File: src/rtl/branch_checkpoint_stack_pkg.sv
// Shared sizing, types and helpers for the branch checkpoint stack.
// The optional statistics counters are enabled with BRSTACK_STATS_EN.
package branch_checkpoint_stack_pkg;

    localparam int BR_DEPTH = 4;
    localparam int BR_TAG_W = 2;
    localparam int FL_IDX_W = 5;
    localparam int STAT_W   = 16;

    typedef logic [BR_TAG_W-1:0] br_tag_t;
    typedef logic [FL_IDX_W-1:0] fl_idx_t;
    typedef logic [BR_DEPTH-1:0] br_mask_t;
    typedef logic [STAT_W-1:0]   stat_cnt_t;

    // Everything the freelist sees on a recovery, registered together.
    typedef struct packed {
        logic     en;
        fl_idx_t  head;
        br_mask_t squash;
    } recov_t;

    function automatic br_tag_t tag_incr(input br_tag_t tag);
        return tag + br_tag_t'(1);
    endfunction

    function automatic stat_cnt_t sat_incr(input stat_cnt_t cnt);
        return (cnt == '1) ? cnt : cnt + stat_cnt_t'(1);
    endfunction

endpackage

File: src/rtl/branch_checkpoint_stack_kill_gen.sv
// Circular kill mask: bits tag..tail-1 inclusive of tag. tag == tail means the
// stack is full (a mispredicting tag is always live), so every entry is killed.
module br_kill_mask_gen #(
    parameter int BR_DEPTH = 4,
    parameter int BR_TAG_W = 2
) (
    input  logic [BR_TAG_W-1:0] tag,
    input  logic [BR_TAG_W-1:0] tail,
    output logic [BR_DEPTH-1:0] kill_mask
);

    logic [BR_TAG_W:0] span;

    always_comb begin
        span = {1'b0, tail - tag};
        if (tail == tag) begin
            span = (BR_TAG_W+1)'(BR_DEPTH);
        end
        kill_mask = '0;
        for (int i = 0; i < BR_DEPTH; i++) begin
            kill_mask[i] = ({1'b0, BR_TAG_W'(i) - tag} < span);
        end
    end

endmodule

File: src/rtl/branch_checkpoint_stack.sv
// Branch checkpoint stack: snapshots the freelist head per dispatched branch and
// restores it on mispredict. Define BRSTACK_STATS_EN for mispredict/stall counters.
module branch_checkpoint_stack
    import branch_checkpoint_stack_pkg::*;
(
    input  logic                clock,
    input  logic                reset,
    input  logic                id_br_validA,
    input  logic                id_br_validB,
    input  logic                id_allocA,
    input  logic [FL_IDX_W-1:0] fl_head,
    input  logic [FL_IDX_W-1:0] fl_head_add_one,
    input  logic                ex_br_resolve_en,
    input  logic [BR_TAG_W-1:0] ex_br_tag,
    input  logic                ex_br_mispredict,
    output logic [BR_TAG_W-1:0] br_tag_out,
    output logic                br_stall,
    output logic                branch_recovery_en,
    output logic [FL_IDX_W-1:0] branch_recovery_head,
    output logic [BR_DEPTH-1:0] br_squash_mask
`ifdef BRSTACK_STATS_EN
    ,output logic [STAT_W-1:0]  br_mispredict_cnt
    ,output logic [STAT_W-1:0]  br_stall_cnt
`endif
);

    // Dispatch handshake: id_br_valid* is the request and ~br_stall the ready;
    // a branch is taken only when requested, not stalled, and no mispredict is
    // being accepted or recovered this cycle. ID must hold off while br_stall=1.
    br_mask_t                valid_q, valid_d;
    fl_idx_t [BR_DEPTH-1:0]  snap_q, snap_d;
    br_tag_t                 tail_q, tail_d;
    logic                    recov_q, recov_d;
    recov_t                  out_q, out_d;

    logic     br_req;
    logic     tag_valid;
    logic     resolve_ok;
    logic     mispredict_now;
    logic     br_dispatch;
    fl_idx_t  snap_sel;
    br_mask_t kill_mask;

    br_kill_mask_gen #(
        .BR_DEPTH (BR_DEPTH),
        .BR_TAG_W (BR_TAG_W)
    ) u_kill_gen (
        .tag       (ex_br_tag),
        .tail      (tail_q),
        .kill_mask (kill_mask)
    );

    assign br_req         = id_br_validA | id_br_validB;
    assign br_stall       = valid_q[tail_q];
    assign br_tag_out     = tail_q;
    assign tag_valid      = valid_q[ex_br_tag];
    assign resolve_ok     = ex_br_resolve_en & ~ex_br_mispredict & tag_valid;
    assign mispredict_now = ex_br_resolve_en & ex_br_mispredict & tag_valid;
    assign br_dispatch    = br_req & ~br_stall & ~recov_q & ~mispredict_now;

    // A lone slot-B branch behind an allocating slot A must skip A's tag.
    assign snap_sel = (id_br_validB & ~id_br_validA & id_allocA) ? fl_head_add_one : fl_head;

    always_comb begin
        valid_d    = valid_q;
        snap_d     = snap_q;
        tail_d     = tail_q;
        recov_d    = 1'b0;
        out_d      = out_q;
        out_d.en   = 1'b0;

        if (resolve_ok) begin
            valid_d[ex_br_tag] = 1'b0;
        end

        if (br_dispatch) begin
            valid_d[tail_q] = 1'b1;
            snap_d[tail_q]  = snap_sel;
            tail_d          = tag_incr(tail_q);
        end

        if (mispredict_now) begin
            valid_d      = valid_q & ~kill_mask;
            tail_d       = ex_br_tag;
            recov_d      = 1'b1;
            out_d.en     = 1'b1;
            out_d.head   = snap_q[ex_br_tag];
            out_d.squash = kill_mask;
        end
    end

    always_ff @(posedge clock) begin
        if (reset) begin
            valid_q <= '0;
            tail_q  <= '0;
            recov_q <= 1'b0;
            out_q   <= '0;
        end else begin
            valid_q <= valid_d;
            tail_q  <= tail_d;
            recov_q <= recov_d;
            out_q   <= out_d;
        end
    end

    // Snapshot contents are only meaningful while the matching valid bit is set.
    always_ff @(posedge clock) begin
        snap_q <= snap_d;
    end

    assign branch_recovery_en   = out_q.en;
    assign branch_recovery_head = out_q.head;
    assign br_squash_mask       = out_q.squash;

`ifdef BRSTACK_STATS_EN
    stat_cnt_t mispredict_cnt_q, mispredict_cnt_d;
    stat_cnt_t stall_cnt_q, stall_cnt_d;

    always_comb begin
        mispredict_cnt_d = mispredict_cnt_q;
        stall_cnt_d      = stall_cnt_q;
        if (mispredict_now) begin
            mispredict_cnt_d = sat_incr(mispredict_cnt_q);
        end
        if (br_req & br_stall) begin
            stall_cnt_d = sat_incr(stall_cnt_q);
        end
    end

    always_ff @(posedge clock) begin
        if (reset) begin
            mispredict_cnt_q <= '0;
            stall_cnt_q      <= '0;
        end else begin
            mispredict_cnt_q <= mispredict_cnt_d;
            stall_cnt_q      <= stall_cnt_d;
        end
    end

    assign br_mispredict_cnt = mispredict_cnt_q;
    assign br_stall_cnt      = stall_cnt_q;
`else
    // Without statistics there is no extra state; the stack logic is unchanged.
`endif

endmodule

File: config.mk
export PLATFORM = sky130hd
export DESIGN_NAME = branch_checkpoint_stack
export DESIGN_NICKNAME = d
export VERILOG_FILES = /design/src/rtl/branch_checkpoint_stack_pkg.sv /design/src/rtl/branch_checkpoint_stack_kill_gen.sv /design/src/rtl/branch_checkpoint_stack.sv
export SDC_FILE = /design/constraint.sdc
export NUM_CORES = 1
export LEC_CHECK = 0
export ABC_CLOCK_PERIOD_IN_PS = 3080
export CORE_MARGIN = 2
export CORE_UTILIZATION = 62
export DETAILED_ROUTE_END_ITERATION = 6
export DONT_BUFFER_PORTS = 1
export PLACE_DENSITY_LB_ADDON = 0.1
export SETUP_SLACK_MARGIN = 0.5
export SLEW_MARGIN = 20
export SYNTH_ARGS = -nofsm -noshare
export SYNTH_HDL_FRONTEND = slang
export SYNTH_SLANG_ARGS = --single-unit
File: constraint.sdc
create_clock -name clock -period 3.08 [get_ports clock]
set_input_delay 0.616 -clock clock [delete_from_list [all_inputs] [get_ports clock]]
set_output_delay 0.616 -clock clock [all_outputs]
set_load 0.02 [all_outputs]
# --- Word level (Yosys, flattened, before mapping) ---
# Index checks and enable logic that the tools add are counted.
word_totals:
  register_bits: 37
  input_bits: 19
classes:
  add_sub_neg: 6
  n_lt_le_gt_ge: 8
  n_eq_ne: 1
  mux: 22
  n_bitwise: 20
  n_reduce_logical: 3
op_table:
  columns: ["cell", "n"]
  rows:
  - ["bitwise mux 20 bit", 1]
  - ["2-to-1 mux 5 bit", 3]
  - ["less-than comparator 2 x 3 -> 1 bit", 4]
  - ["2-to-1 mux 4 bit", 3]
  - ["binary-select mux 5 bit (select 2 bit)", 1]
  - ["demux 5 bit (select 2 bit)", 1]
  - ["2-to-1 mux 10 bit", 1]
  - ["AND 1 bit", 9]
  - ["AND 4 bit", 2]
  - ["NOT 4 bit", 2]
  - ["less-than comparator 2 x 3 -> 1 bit (second input constant)", 2]
  - ["2-to-1 mux 1 bit", 5]
  - ["NOT 1 bit", 5]
  - ["binary-select mux 1 bit (select 2 bit)", 2]
  - ["demux 1 bit (select 2 bit)", 2]
  - [">= comparator 2 x 1 -> 1 bit (second input constant)", 2]
  - ["2-to-1 mux 2 bit", 2]
  - ["OR 4 bit", 1]
  - ["subtractor 1 x 2 -> 2 bit (first input constant)", 2]
  - ["subtractor 2 bit (first input constant)", 2]
  - ["2-to-1 mux 3 bit", 1]
  - ["adder 2 x 1 -> 2 bit (second input constant)", 1]
  - ["== test 2 bit", 1]
  - ["logical AND 1 bit", 2]
  - ["other kinds (3)", 3]

# --- Depth between registers and ports, before layout ---
depth:
  ltp_word: 10
  ltp_mapped: 10
  mapped_depth_nobuf: 9

# --- By module ---
# From an unflattened synthesis, not the netlist that was laid out.
hier_totals:
  cells_unflattened: 160
  hier_area_um2: 1913.1
by_module_without_submodules:
  columns: ["module", "instances", "cells_each", "area_each_um2", "seq_area_each_um2"]
  rows:
  - ["branch_checkpoint_stack", 1, 135, 1710.4, 920.9]
  - ["br_kill_mask_gen", 1, 25, 202.7, 0.0]

# --- Least setup slack after synthesis ---
# OpenSTA, ideal clock, no wires.
synth_timing:
  kind: "input to register"
  start: "in ex_br_tag[0]"
  end: "reg valid_q[3]"
  setup_ns: 0.117
  t_arrival_ns: 2.601
  required_time_ns: 2.963
  path_slack_ns: 0.362
  stages: 10
  path_buffers: 1
  path_cell_list: "buf_2 inv_1 ha_1 nor2b_1 a21oi_1 ha_1 nor2b_1 or2_2 a311o_1 a22o_1"
synth_between:
  elab_chain_cells: 10
  word_cells_on_any_way: 24
  cone_classes: "2 x add/sub; 3 x order compare; 1 x eq/ne; 8 x mux; 9 x bitwise; 1 x reduce/logical"
synth_lines:
  columns: ["item", "line_no", "source"]
  rows:
  - ["start, declared", "branch_checkpoint_stack.sv:14", "input logic [BR_TAG_W-1:0] ex_br_tag,"]
  - ["less-than comparator 2 x 3 -> 1 bit (implied by the code) / >= comparator 2 x 1 -> 1 bit (equally long branches)", "branch_checkpoint_stack.sv:73", "valid_d[ex_br_tag] = 1'b0;"]
  - ["logical AND 1 bit (implied by the code)", "branch_checkpoint_stack.sv:73", null]
  - ["2-to-1 mux 1 bit (implied by the code)", "branch_checkpoint_stack.sv:73", null]
  - ["demux 1 bit (select 2 bit)", "branch_checkpoint_stack.sv:73", null]
  - ["NOT 4 bit (no source line)", null, null]
  - ["AND 4 bit (no source line)", null, null]
  - ["2-to-1 mux 4 bit", "branch_checkpoint_stack.sv:72", "if (resolve_ok) begin"]
  - ["OR 4 bit (no source line)", null, null]
  - ["2-to-1 mux 4 bit", "branch_checkpoint_stack.sv:76", "if (br_dispatch) begin"]
  - ["2-to-1 mux 4 bit *", "branch_checkpoint_stack.sv:82", "if (mispredict_now) begin"]
  - ["end signal, assigned", "branch_checkpoint_stack.sv:99", "valid_q <= valid_d;"]
  - ["end, declared", "branch_checkpoint_stack.sv:30", "br_mask_t valid_q, valid_d;"]
# Mark *: on every way between the ends. The rest lies on a longest branch, timed or not. The select of a mux whose other input is x is not followed.
# A chain may end at the register's enable or synchronous reset.

# --- Final worst setup path ---
layout_timing:
  start: "reg tail_q[0], in the netlist br_tag_out[0]"
  end: "reg valid_q[3]"
layout_between:
  elab_chain_cells: 8
  word_cells_on_any_way: 20
  cone_classes: "1 x add/sub; 3 x order compare; 1 x eq/ne; 7 x mux; 7 x bitwise; 1 x reduce/logical"
layout_lines:
  columns: ["item", "line_no", "source"]
  rows:
  - ["start, declared", "branch_checkpoint_stack.sv:32", "br_tag_t tail_q, tail_d;"]
  - ["start signal, assigned", "branch_checkpoint_stack.sv:100", "tail_q <= tail_d;"]
  - ["parallel branches: the longest is 7 deep, another holds less-than comparator 2 x 3 -> 1 bit", null, null]
  - ["2-to-1 mux 4 bit *", "branch_checkpoint_stack.sv:82", null]
# Every way passes the cells marked *. The select of a mux whose other input is x is not followed.

==> results summary <==
Counting both buffers and inverters, the worst setup path holds a total of 1. The post-synthesis net count is 195. The worst register-to-register path begins at br_tag_out[0]. The library cells used most frequently in the layout, excluding fill and tap cells, are edfxtp_1 (20), dfxtp_1 (15), ha_1 (12). The DRC violations left came out at 0. The remaining global-route overflow is 0. The final total negative setup slack came out at 0 ps.

The launch point of the worst path is br_tag_out[0]. Across every metal layer, demand over resource in global routing totals 0.246. For this run, the number of Yosys warnings is 0. The first-pass detailed-route iteration total is 5.

The slack of the worst reg-to-reg path is slightly below 700 ps. The routed length per placed instance is 18.9 microns. The die boundary width came out at 59.5 microns. The full die area is 3540 sq um. The combined area of all synthesized cells came out at 1910 sq um. Counting instances, the worst hold path has a depth of 1. The area of the core is 2980 sq um. The arrival time at the worst endpoint is 2630 ps. The sum of met2 wire segment lengths after detailed routing is 1910 microns. For this configuration, the core starts out at a cell density of 0.641. The share of synthesized area occupied by flip-flops and latches came out at 0.483. STA classifies the critical path endpoint as a register. The final number of max-transition violations came out at 0. On the critical path, the stage with the largest delay is an instance of dfxtp_4.

The quantity of hold-fixing buffers added after cts came out at 0. The number of port buffers came out at 0. The instance count after placement with tap cells included came out at 189. The max-capacitance violation count is 0. The initial antenna violation count is 0.

The most common cell after layout, fill and taps aside is edfxtp_1. The number of global-route vias before repair is 1309. The number of fill cells in the layout is 240. Once placement finished, the instance area stood at 1920 sq um.

Counting flops with a built-in enable in the synthesized netlist gives 20. Setup repair after global routing left no endpoint under its margin. For this design the ratio of total power to cell area is between 700 and 800 nW/um^2. The type of origin of the critical path is a register.

The share of synthesized registers carrying an async set or reset is 0. In the final design database the tool counted 196 nets. The number of distinct library cell variants in the gate-level netlist after synthesis came out at 44. The maximum net fanout on the critical path came out at 8. The capture endpoint of the worst hold path is branch_recovery_head[3]. Excluding fillers, the count of instances in the completed layout stands at 198. The first global-routing pass estimated 6330 microns of wire. The worst setup path is of the reg -> reg kind. The kind of path behind the tightest hold check is in -> reg.

The worst max-slew margin expressed relative to the limit came out at 0.658. The latest clock arrival within the worst-skew pair came out at 330 ps. The maximum level of the CTS H-tree is 2. The hold slack is approximately 340 ps. The flip-flop and latch count after synthesis came out at 36. The worst-case reg-to-reg path depth is 9. Clock tree synthesis found a total of 36 sinks. The shortest clock period the worst path allows after layout is around 2400 ps.

Counting the buffers created by CTS gives 5. The kind of cell with the highest combined delay along the critical path is compound AO/OA/AOI/OAI gates. The row count is 20. The met3 wirelength from detailed routing is roughly 330 microns. The TritonCTS clock tree is built. The setup clock skew after layout came out at around 12 ps. The actual slew at the worst max-slew pin is 513 ps. edfxtp_1 takes more of the synthesized area than any other cell. The setup-violating endpoint count in the final report is 0. The worst stage delay on the critical path came out at 450 ps. The run finished with clean final reports. The pin count of the biggest net entering global routing is 22. In the final layout, the share of cells above drive strength 1 is 0.164.

The hold violation total from the final report came to 0. The total power came out at about 1400 uW. The most used flip-flop cell after synthesis is edfxtp_1. The clock-pin transition on the worst setup and hold timing paths came out at 100 ps. For the worst setup path, the data required time is 3310 ps.

The total via count in the routed design came out at roughly 1300. Dividing the final minimum period by the clock period gives 0.780. Traced cell by cell, the critical path runs through inv_1 -> ha_1 -> nor2b_1 -> a21oi_2 -> ha_1 -> nor2b_1 -> or2_2 -> a311o_1 -> a22o_1. By area the synthesized netlist is led by edfxtp_1 (31%), dfxtp_1 (17%), ha_1 (8.5%). The die is 59.5 microns tall. The root buffer cell chosen for the clock tree is clkbuf_4.

The top layer used by detailed routing is met4. The final weighted congestion in routability-driven placement came out at 0.832. The area share of the largest cell type after synthesis is 0.315. The post-route cell area came out at 1980 sq um. The mean area per synthesized cell is 11.7 sq um.

32 I/O pins were placed. The startpoint of the tightest hold check path is reset. The worst-case clock buffer depth came out at 2. The area growth from synthesis to layout is 3.87%. After legalization and detailed placement, the total HPWL measured between 2000 and 3000 microns. The diode insertion count for antenna repair came out at 0. The maximum ir drop on the vdd rail is 0.412 mV.

The detailed router put a total of 1480 microns of wire on met1. The vias per cell is 6.64. The number of cells produced by synthesis came out at 163. For this block, the initial DRC count from the detailed router was 93. The worst register-to-register path ends at valid_q[3]. The analysis attributes to cell leakage a power of 0.000728 uW.

The total wirelength of the detailed-routed design is roughly 3700 microns. Timing would allow up to 417 MHz. The number of nets with antenna violations after detailed routing came out at 0.
per-layer routing:
metal,track usage,vias up
met1,0.330,633
met3,0.0611,4
met5,0,-
li1,-,615
met2,0.399,63
met4,0.0649,0
worst max-delay path by stage:
stage / to / slack, ps / cells after the start
6_report: valid_q[3] / 680 / 9
5_1_grt: valid_q[3] / 540 / 9
4_1_cts: valid_q[3] / 600 / 9
3_5_place_dp: valid_q[3] / 500 / 9
3_3_place_gp: valid_q[3] / 600 / 9
2_1_floorplan: valid_q[3] / 510 / 10
synth_stat cells, drive strengths merged (2+ instances only):
| library cell | n |
|---|---|
| edfxtp | 20 |
| dfxtp | 16 |
| ha | 13 |
| nor2 | 11 |
| a21oi | 10 |
| inv | 10 |
| nand3 | 7 |
| o21ai | 7 |
| buf | 6 |
| mux2 | 6 |
| a311oi | 5 |
| mux4 | 5 |
| nand2 | 5 |
| nor2b | 4 |
| clkbuf | 3 |
| mux2i | 3 |
| o22ai | 3 |
| maj3 | 2 |
| nor3 | 2 |
| o221ai | 2 |
| or3 | 2 |
where the power goes:
part / switching (uW) / internal, uW
clock: 141 / 87.8
combinational: 274 / 204
sequential: 69.2 / 618
total: 484 / 909
timing repair:
| action | 4_1_cts | 5_1_grt |
|---|---|---|
| setup endpoints to repair | 1 | 1 |
| setup buffers | 0 | 1 |
| gates resized for setup | 1 | 1 |
| cloned | 0 | 0 |
area by class of cell:
cell class | count | area (sq um) | area share
Clock buffer | 7 | 45.0 | 0.0227
Clock inverter | 1 | 3.75 | 0.00189
Inverter | 10 | 37.5 | 0.0189
Multi-Input combinational cell | 108 | 910 | 0.459
Sequential cell | 36 | 925 | 0.467
Tap cell | 33 | 41.3 | 0.0208
Timing Repair Buffer | 3 | 20.0 | 0.0101
metrics by stage:
stage                      util  worst slack [ps]
final                     0.666               679
after floorplan               -               512
after global routing      0.666               536
after detailed placement  0.645               504
after global placement    0.645               598
after CTS                 0.663               604
sequential cells by signal (all words and copies together) (netlist names):
register	count
br_squash_mask	4
valid_q	4
snap_q	20
br_tag_out	2
recov_q	1
branch_recovery_head	5
logic make-up (layout without fill, tap and decap cells):
group                      Yosys count  after routing  synth area share
adders and majority gates           15             15            0.0971
buffers and inverters               19             21            0.0492
muxes                               14             14             0.110
DFF                                 36             36             0.483
and+or+nand+nor                     36             36            0.0918
xor gates and xnor gates             2              2            0.0164
AOI/OAI and AO/OA                   41             41             0.153
Note: power is estimated with default switching activity, not from simulation.
